===== src/rtl/adder_acc64_pkg.sv =====
// ============================================================================
// adder_pkg : shared widths and FSM state encoding for adder_acc64
// Revision  : 1.0
// ============================================================================
`default_nettype none

package adder_pkg;

    localparam int DATA_W = 64;
    localparam int CNT_W  = 8;

    typedef enum logic [1:0] {
        IDLE  = 2'd0,
        ACCUM = 2'd1,
        DONE  = 2'd2
    } state_t;

endpackage

`default_nettype wire


===== src/rtl/adder_acc64_if.sv =====
// ============================================================================
// adder_acc64_if : term input / result output handshake bundle
// Revision       : 1.0
// ============================================================================
`default_nettype none

interface adder_acc64_if;
    import adder_pkg::*;

    logic              start;
    logic              in_valid;
    logic              in_ready;
    logic [DATA_W-1:0] in_data;
    logic              out_valid;
    logic              out_ready;
    logic [DATA_W-1:0] out_sum;
    logic              out_co;
    logic [CNT_W-1:0]  out_cnt;
    logic              busy;

    modport master (
        output start, in_valid, in_data, out_ready,
        input  in_ready, out_valid, out_sum, out_co, out_cnt, busy
    );

    modport slave (
        input  start, in_valid, in_data, out_ready,
        output in_ready, out_valid, out_sum, out_co, out_cnt, busy
    );

endinterface

`default_nettype wire


===== src/rtl/adder_acc64_sparse_adder.sv =====
// ============================================================================
// sparse_adder64 : 64-bit adder, Kogge-Stone carry tree on 4-bit blocks with
//                  carry-select sums inside each block
// Revision       : 1.0
// ============================================================================
`default_nettype none

module sparse_adder64
    import adder_pkg::*;
(
    input  wire logic [DATA_W-1:0] a,
    input  wire logic [DATA_W-1:0] b,
    output logic      [DATA_W-1:0] sum,
    output logic                   co
);

    localparam int BLK_W  = 4;
    localparam int N_BLK  = DATA_W / BLK_W;
    localparam int LEVELS = 4;

    logic [DATA_W-1:0]           gen;
    logic [DATA_W-1:0]           prop;
    logic [LEVELS:0][N_BLK-1:0]  bg;
    logic [LEVELS:0][N_BLK-1:0]  bp;
    logic [N_BLK-1:0]            blk_cin;
    logic [DATA_W-1:0]           sum0;
    logic [DATA_W-1:0]           sum1;
    logic                        c0;
    logic                        c1;

    always_comb begin
        gen     = a & b;
        prop    = a ^ b;
        bg      = '0;
        bp      = '0;
        blk_cin = '0;
        sum0    = '0;
        sum1    = '0;
        c0      = 1'b0;
        c1      = 1'b1;

        for (int k = 0; k < N_BLK; k++) begin
            bg[0][k] = gen[4*k+3]
                     | (prop[4*k+3] & gen[4*k+2])
                     | (prop[4*k+3] & prop[4*k+2] & gen[4*k+1])
                     | (prop[4*k+3] & prop[4*k+2] & prop[4*k+1] & gen[4*k]);
            bp[0][k] = &prop[4*k +: BLK_W];
        end

        // Prefix over blocks: after LEVELS steps bg[LEVELS][k] is the carry out of blocks 0..k
        for (int l = 0; l < LEVELS; l++) begin
            for (int k = 0; k < N_BLK; k++) begin
                if (k >= (1 << l)) begin
                    bg[l+1][k] = bg[l][k] | (bp[l][k] & bg[l][k-(1<<l)]);
                    bp[l+1][k] = bp[l][k] & bp[l][k-(1<<l)];
                end else begin
                    bg[l+1][k] = bg[l][k];
                    bp[l+1][k] = bp[l][k];
                end
            end
        end

        for (int k = 1; k < N_BLK; k++) begin
            blk_cin[k] = bg[LEVELS][k-1];
        end

        for (int k = 0; k < N_BLK; k++) begin
            c0 = 1'b0;
            c1 = 1'b1;
            for (int j = 0; j < BLK_W; j++) begin
                sum0[4*k+j] = prop[4*k+j] ^ c0;
                sum1[4*k+j] = prop[4*k+j] ^ c1;
                c0          = gen[4*k+j] | (prop[4*k+j] & c0);
                c1          = gen[4*k+j] | (prop[4*k+j] & c1);
            end
        end
    end

    always_comb begin
        sum = '0;
        for (int k = 0; k < N_BLK; k++) begin
            sum[4*k +: BLK_W] = blk_cin[k] ? sum1[4*k +: BLK_W] : sum0[4*k +: BLK_W];
        end
    end

    assign co = bg[LEVELS][N_BLK-1];

endmodule

`default_nettype wire


===== src/rtl/adder_acc64.sv =====
// ============================================================================
// adder_acc64 : frames of LEN 64-bit terms summed modulo 2^64 with sticky carry
// Revision    : 1.0
// ============================================================================
`default_nettype none

module adder_acc64
    import adder_pkg::*;
#(
    parameter int LEN = 8
)
(
    input  wire logic   clk,
    input  wire logic   rst,
    adder_acc64_if.slave bus
);

    localparam logic [CNT_W-1:0] LAST_CNT = CNT_W'(LEN - 1);

    state_t            state;
    state_t            state_nxt;
    logic [DATA_W-1:0] acc;
    logic [DATA_W-1:0] add_sum;
    logic              add_co;
    logic              sticky_co;
    logic [CNT_W-1:0]  cnt;
    logic              accept;
    logic              clear;

    sparse_adder64 u_adder (
        .a   (acc),
        .b   (bus.in_data),
        .sum (add_sum),
        .co  (add_co)
    );

    always_comb begin
        state_nxt = state;
        accept    = 1'b0;
        clear     = 1'b0;
        case (state)
            IDLE: begin
                if (bus.start) begin
                    state_nxt = ACCUM;
                    clear     = 1'b1;
                end
            end
            ACCUM: begin
                if (bus.in_valid) begin
                    accept = 1'b1;
                    if (cnt == LAST_CNT) begin
                        state_nxt = DONE;
                    end
                end
            end
            DONE: begin
                // start only counts here together with the result handoff
                if (bus.out_ready) begin
                    if (bus.start) begin
                        state_nxt = ACCUM;
                        clear     = 1'b1;
                    end else begin
                        state_nxt = IDLE;
                    end
                end
            end
            default: state_nxt = IDLE;
        endcase
    end

    always_ff @(posedge clk) begin
        if (rst) begin
            state     <= IDLE;
            acc       <= '0;
            sticky_co <= 1'b0;
            cnt       <= '0;
        end else begin
            state <= state_nxt;
            if (clear) begin
                acc       <= '0;
                sticky_co <= 1'b0;
                cnt       <= '0;
            end else if (accept) begin
                acc       <= add_sum;
                sticky_co <= sticky_co | add_co;
                cnt       <= cnt + 8'd1;
            end
        end
    end

    assign bus.in_ready  = (state == ACCUM);
    assign bus.out_valid = (state == DONE);
    assign bus.busy      = (state != IDLE);
    assign bus.out_sum   = acc;
    assign bus.out_co    = sticky_co;
    assign bus.out_cnt   = cnt;

endmodule

`default_nettype wire


===== src/flat_wrapper.sv =====
// flat-port wrapper written by rule: the top's interface ports become plain ports
module adder_acc64_flat import adder_pkg::*;
#(
    parameter int LEN = 8
)
  (clk, rst, bus_start, bus_in_valid, bus_in_data, bus_out_ready, bus_in_ready, bus_out_valid, bus_out_sum, bus_out_co, bus_out_cnt, bus_busy);
  adder_acc64_if bus_i ();
  input  wire logic clk;
  input  wire logic rst;
  input wire logic [$bits(bus_i.start)-1:0] bus_start;
  input wire logic [$bits(bus_i.in_valid)-1:0] bus_in_valid;
  input wire logic [$bits(bus_i.in_data)-1:0] bus_in_data;
  input wire logic [$bits(bus_i.out_ready)-1:0] bus_out_ready;
  output wire logic [$bits(bus_i.in_ready)-1:0] bus_in_ready;
  output wire logic [$bits(bus_i.out_valid)-1:0] bus_out_valid;
  output wire logic [$bits(bus_i.out_sum)-1:0] bus_out_sum;
  output wire logic [$bits(bus_i.out_co)-1:0] bus_out_co;
  output wire logic [$bits(bus_i.out_cnt)-1:0] bus_out_cnt;
  output wire logic [$bits(bus_i.busy)-1:0] bus_busy;
  assign bus_i.start = bus_start;
  assign bus_i.in_valid = bus_in_valid;
  assign bus_i.in_data = bus_in_data;
  assign bus_i.out_ready = bus_out_ready;
  assign bus_in_ready = bus_i.in_ready;
  assign bus_out_valid = bus_i.out_valid;
  assign bus_out_sum = bus_i.out_sum;
  assign bus_out_co = bus_i.out_co;
  assign bus_out_cnt = bus_i.out_cnt;
  assign bus_busy = bus_i.busy;
  adder_acc64 #(.LEN(LEN)) u_core (.clk(clk), .rst(rst), .bus(bus_i));
endmodule

===== config.mk =====
export PLATFORM = sky130hd
export DESIGN_NAME = adder_acc64_flat
export DESIGN_NICKNAME = d
export VERILOG_FILES = /design/src/rtl/adder_acc64_pkg.sv /design/src/rtl/adder_acc64_if.sv /design/src/rtl/adder_acc64_sparse_adder.sv /design/src/rtl/adder_acc64.sv /design/src/flat_wrapper.sv
export SDC_FILE = /design/constraint.sdc
export NUM_CORES = 1
export LEC_CHECK = 0
export CAP_MARGIN = 20
export CORE_MARGIN = 10
export CORE_UTILIZATION = 28
export CTS_CLUSTER_DIAMETER = 60
export CTS_CLUSTER_SIZE = 30
export DETAILED_ROUTE_END_ITERATION = 16
export MAX_ROUTING_LAYER = met4
export SLEW_MARGIN = 40
export SYNTH_ARGS = -nofsm -noshare
export SYNTH_HDL_FRONTEND = slang
export SYNTH_SLANG_ARGS = --single-unit

===== constraint.sdc =====
create_clock -name clk -period 5.35 [get_ports clk]
set_input_delay 1.605 -clock clk [delete_from_list [all_inputs] [get_ports clk]]
set_output_delay 1.605 -clock clk [all_outputs]
set_load 0.1 [all_outputs]

==> results.yml <==
run_status:
  status: "complete, no violations"
layout:
  multi_input_area_um2: 3860
  nets: 989
  mostFrequentLayoutCell: "nand2_1"
  synthToLayoutAreaGrowth_pct: 31.8
  n_antenna_cell: 0
  final.fill_count: 2055
  design_area_um2: 7450
  drive_above_1_share: 0.150
  final_cell_mix: "nand2_1 (101), ha_1 (80), a21oi_1 (78)"
  regArea_um2: 1500
cts:
  cts_num_sinks: 75
  cts-resized-gates: 0
  clock_latency_ns: 0.35
  clk_pin_slew_worst_paths_ns: 0.07
  cts_hold_buf: 0
  cts_max_path_buffers: 2
  cts_root_buf: "clkbuf_16"
  cts_tree: "done"
  cts_buffers: 9
  h-tree-depth: 3
  post_cts_buffers: 0
yosys:
  async_reset_ff_frac: 0
  synthFlopType: "dfxtp_1"
  ys_ff_latch: 75
  syn-num-nets: 841
  ys_types: 49
  syn_area_um2: 5650
  syn_avg_cell_area_um2: 8.56
  synthCells: 660
  synth-edff-count: 0
  ys_seq_area_frac: 0.266
  ys_warn_count: 0
setup_path:
  critPathRequiredTime_ns: 5.61
  cp_slowest_stage_delay_ns: 0.52
  critical_path.top_delay_family: "compound AO/OA/AOI/OAI gates"
  crit_path_start_kind: "input port"
  path_class: "input port to flop"
  cp_num_buf_inv: 2
  rr_startpoint: "u_core.bus.out_sum[6]$_SDFFE_PP0P_"
  endpoint_kind: "flop"
  crit_fanout: 5
  crit_start: "bus_in_data[6]"
  crit_chain: "clkdlybuf4s50_1 -> ha_1 -> a21oi_1 -> a21boi_0 -> a211o_1 -> a211o_1 -> o21ai_0 -> buf_4 -> o21bai_1 -> mux2i_1 -> fa_1 -> fa_1 -> xnor2_1 -> a211oi_1"
  critPathArrivalTime_ns: 5.22
  cp_slowest_cell: "clkdlybuf4s50_1"
power:
  p_leak_nw: 3.32
  irDropWorstVdd_v: 0.000177
  p_total_mw: 1.79
  p_per_area_nw_per_um2: 240
floorplanning:
  dieArea_um2: 26300
  die_w_um: 162
  core-area_um2: 19700
  die_h_um: 162
  num_rows: 51
  io_pins: 145
  initial_core_util: 0.287
timing:
  holdWs_ns: 0.468
  timing.slew.headroom: 0.617
  worst_pin_slew_ns: 0.572
  skew_ns: 0.00929
  rsz0062_at_grt: "false"
  tns_ns: 0
  period_needed_ns: 4.96
  hold_viol_final: 0
  fin_crit_sh: 0.927
  timing.fmax_mhz: 202
  final-setup-viol-count: 0
  slew_violations: 0
grt:
  first_global_vias: 5105
  grt.overflow.total: 0
  grt_usage: 0.129
  grt_max_degree: 41
  grt_pass1_wl_um: 26700
  antenna_found_initial: 0
routing:
  drt_drc_violations_left: 0
  drt_iter0_markers: 183
  via_per_inst: 4.70
  wirelength_um: 16300
  dr.pass1.iters: 4
  post_drt_wl_per_cell_um: 15.1
  vias: 5068
  drtAntennaViolNets: 0
placed_design:
  placedInstanceArea_um2: 7110
  io_buffers: 144
  dpl.hpwl_um: 12700
  gp_congestion: 0.826
flow_run:
  cap_violations: 0
min_path:
  hold_class: "flop to flop"
  hp-start: "u_core.bus.out_sum[59]$_SDFFE_PP0P_"
where the power goes:
group          internal, mW  total, mW  leakage [nW]  switching (mW)
registers             0.579      0.601         0.608          0.0225
clock network         0.427      0.704         0.157           0.277
logic                 0.162      0.484          2.56           0.323
cells by family after synthesis:
logic type | share of synthesized area
AND/OR/NAND/NOR | 0.154
AO/OA/AOI/OAI | 0.170
adder cells (fa/ha/maj) | 0.291
buffers and inverters | 0.0531
flip-flops | 0.266
XOR/XNOR | 0.0527
multiplexers | 0.0142
worst reg2reg max path: cells and delay by family (launching register included):
family | cells | cell delay [ns]
multiplexers | 1 | 0.16
adder cells (fa/ha/maj) | 3 | 1.08
flip-flops | 1 | 0.42
XOR/XNOR | 1 | 0.13
buffers and inverters | 1 | 0.18
AO/OA/AOI/OAI | 7 | 1.55
final timing paths:
path,endpoint,slack (ns),cells after the start
worst max register to register,u_core.bus.out_sum[43]$_SDFFE_PP0P_,1.73,13
worst min-delay path,u_core.bus.out_sum[59]$_SDFFE_PP0P_,0.47,2
worst min register to register,u_core.bus.out_sum[59]$_SDFFE_PP0P_,0.47,2
worst max-delay path,u_core.bus.out_sum[43]$_SDFFE_PP0P_,0.39,14
sequential cells by signal, summed over array words and instances (netlist names):
signal	count
u_core.bus.out_cnt	8
u_core.bus.out_co	1
u_core.state	2
u_core.bus.out_sum	64
synth_stat cells, types with 2 or more instances:
cell type	n	area share
nand2_1	102	0.068
ha_1	80	0.18
a21oi_1	79	0.070
dfxtp_1	75	0.27
inv_1	57	0.038
nor2_1	44	0.029
fa_1	32	0.11
xnor2_1	22	0.034
a211oi_1	19	0.025
clkbuf_1	18	0.012
nand3_1	13	0.012
o21ai_0	12	0.011
xor2_1	12	0.019
a21o_1	9	0.012
nand4_1	9	0.010
mux2i_1	8	0.014
and4_1	6	0.0093
buf_1	5	0.0033
or4_1	5	0.0066
and3_1	4	0.0044
nor2b_1	4	0.0044
nor3_1	4	0.0035
a21boi_0	3	0.0040
o21ai_1	3	0.0027
o311ai_1	3	0.0047
a211o_1	2	0.0031
a21oi_2	2	0.0031
a22oi_2	2	0.0044
a311oi_1	2	0.0031
a31oi_1	2	0.0022
and2_1	2	0.0022
o21ai_2	2	0.0031
o31ai_1	2	0.0027
through the flow:
| step | cells | utilization | worst slack (ns) |
|---|---|---|---|
| after floorplan | 660 | - | 0.681 |
| after global placement | 1060 | 0.379 | 0.0630 |
| after detailed placement | 1062 | 0.362 | 0.0735 |
| after CTS | 1078 | 0.379 | 0.428 |
| after global routing | 1078 | 0.379 | 0.167 |
| final | 1078 | 0.379 | 0.393 |
routing by layer:
layer  part of all wire  vias to the layer above  GRT usage
li1                   -                     2575          -
met1               0.47                     2362      0.155
met2               0.47                      121      0.207
met3              0.055                       10     0.0402
met4             0.0082                        0     0.0277
met5                  0                        -          -
final cells by class:
cell class / count / share of cell area
multi-input cells: 505 / 0.518
well taps: 265 / 0.0445
repair buffers: 160 / 0.162
inverters: 57 / 0.0287
flip-flops and latches: 75 / 0.202
clock inverters: 6 / 0.0128
clock buffers: 10 / 0.0321
(Power assumes the default switching activity.)
==> edit, RTL diff (same flow settings) <==
`LEN` is set to 8 in 2 places; all go to 4.
--- a/src/rtl/adder_acc64.sv
+++ b/src/rtl/adder_acc64.sv
@@ -9,3 +9,3 @@
 #(
-    parameter int LEN = 8
+    parameter int LEN = 4
 )
--- a/src/flat_wrapper.sv
+++ b/src/flat_wrapper.sv
@@ -3,3 +3,3 @@
 #(
-    parameter int LEN = 8
+    parameter int LEN = 4
 )
Function: changed (Yosys sat finds a counterexample within 10 cycles, from zero or initial values and one cycle with rst high).
==> edit against the original RTL <==
Synthesized area shrank 0.11%; sequential cell count is the same; critical path depth is the same; count of clock-buffer cells in the layout grew 2; routed wire length shrank 2.0%; worst setup slack lost 0.0091 ns; clock power shrank 19%; synthesized cell count shrank 0.15%; total power shrank 7.4%; register-to-register slack is essentially flat; design area shrank 1.5%; via count shrank 0.89%.
==> edit: results (changes against the original RTL) <==
IO Port Bufs - 144 (unchanged)
gp weighted congestion - 0.829 (+0.31%)
post-synth cell types - 48 (-2.0%)
worst skew pair latency - 0.34 ns
Fin Clk Skew - 0.00864 ns (-0.000645 ns)
outcome - finished, final reports clean
Mapped Nets - 840 (-0.12%)
Worst VDD drop - 0.134 mV (-24%)
CP peak stage delay - 0.45 ns (-0.07 ns)
htree depth - 3 (unchanged)
Final HPWL DP - 12,300 um (-3.4%)
number of synthesis warnings - 0 (unchanged)
mux share of post-synthesis cell area - 1.42% (+0.0016 points)
Seq/Total Area, Yosys - 26.6% (+0.029 points)
Synth Area in Adders - 29.1% (+0.032 points)
post-DR vias/cell - 4.69 (-0.24%)
DRT iter0 DRCs - 214 (+17%)
synth top area cells - dfxtp_1 (27%), ha_1 (18%), fa_1 (11%)
largest net degree at the start of global routing - 75 (+83%)
Wirelength per Cell - 14.9 um (-1.4%)
post-synthesis compound-gate area fraction - 17.0% (about the same)
DRT Pass-1 Iters - 4 (unchanged)
number of global-route vias before repair - 5,247 (+2.8%)
first-pass GRT wire length - 26,300 um (-1.2%)
xor/xnor share of the synthesized area - 5.28% (+0.0058 points)
initial antenna violation count - 0 (unchanged)
setup bufs post-CTS - 0 (unchanged)
synth cell count leaders - nand2_1 (100), ha_1 (80), a21oi_1 (79)
share of cells above drive strength 1 - 14.1% (-0.86 points)
worst slew pin tran - 0.605 ns (+0.0332 ns)
Pleak - 3.30 nW (-0.79%)
post-place instance area - 0.00705 mm^2 (-0.81%)
fin nets - 983 (-0.61%)
global-route usage over all layers - 12.7% (-0.20 points)
[edit: final timing paths]
path                                                           from                             endpoint  slack (ns)  cells past startpoint
worst min register to register  u_core.bus.out_sum[47]$_SDFFE_PP0P_  u_core.bus.out_sum[47]$_SDFFE_PP0P_        0.48                      2
worst max-delay path                                 bus_in_data[6]  u_core.bus.out_sum[43]$_SDFFE_PP0P_        0.38                     14
worst max register to register   u_core.bus.out_sum[4]$_SDFFE_PP0P_  u_core.bus.out_sum[43]$_SDFFE_PP0P_        1.73                     13
worst min-delay path            u_core.bus.out_sum[47]$_SDFFE_PP0P_  u_core.bus.out_sum[47]$_SDFFE_PP0P_        0.48                      2
[edit: per-layer routing]
layer,GRT usage (%),wire length [um],vias up
met5,-,0,-
met4,3.23,180,0
met3,3.49,854,16
met2,20.9,7600,108
met1,14.9,7300,2342
li1,-,-,2557
[edit: power breakdown]
group / internal [mW] / switching (mW)
Clock: 0.323 / 0.250
Combinational: 0.159 / 0.323
Sequential: 0.579 / 0.0222
Total: 1.06 / 0.595
[edit: kinds of logic after synthesis]
family,count (synthesis)
flops,75
simple gates,196
buf+inv,80
mux,8
compound gates,154
xor+xnor,34
fa+ha+maj,112
[edit: layout make-up]
cell class	instances	area [um^2]
fill	2083	12300
clock inverter	3	15.0
sequential	75	1500
tap	265	332
timing repair buffer	155	1170
clock buffer	12	246
inverter	57	214
multi-input combinational	504	3860
[edit: through the flow]
stage	util, %	setup WS, ns	hold WS [ns]	std cells
finish	37.3	0.384	0.476	1071
global placement	37.8	0.0619	0.466	1055
detailed placement	35.9	0.0540	0.468	1055
floorplan	-	0.681	0.542	659
CTS	37.2	0.413	0.478	1070
global route	37.3	0.200	0.512	1071
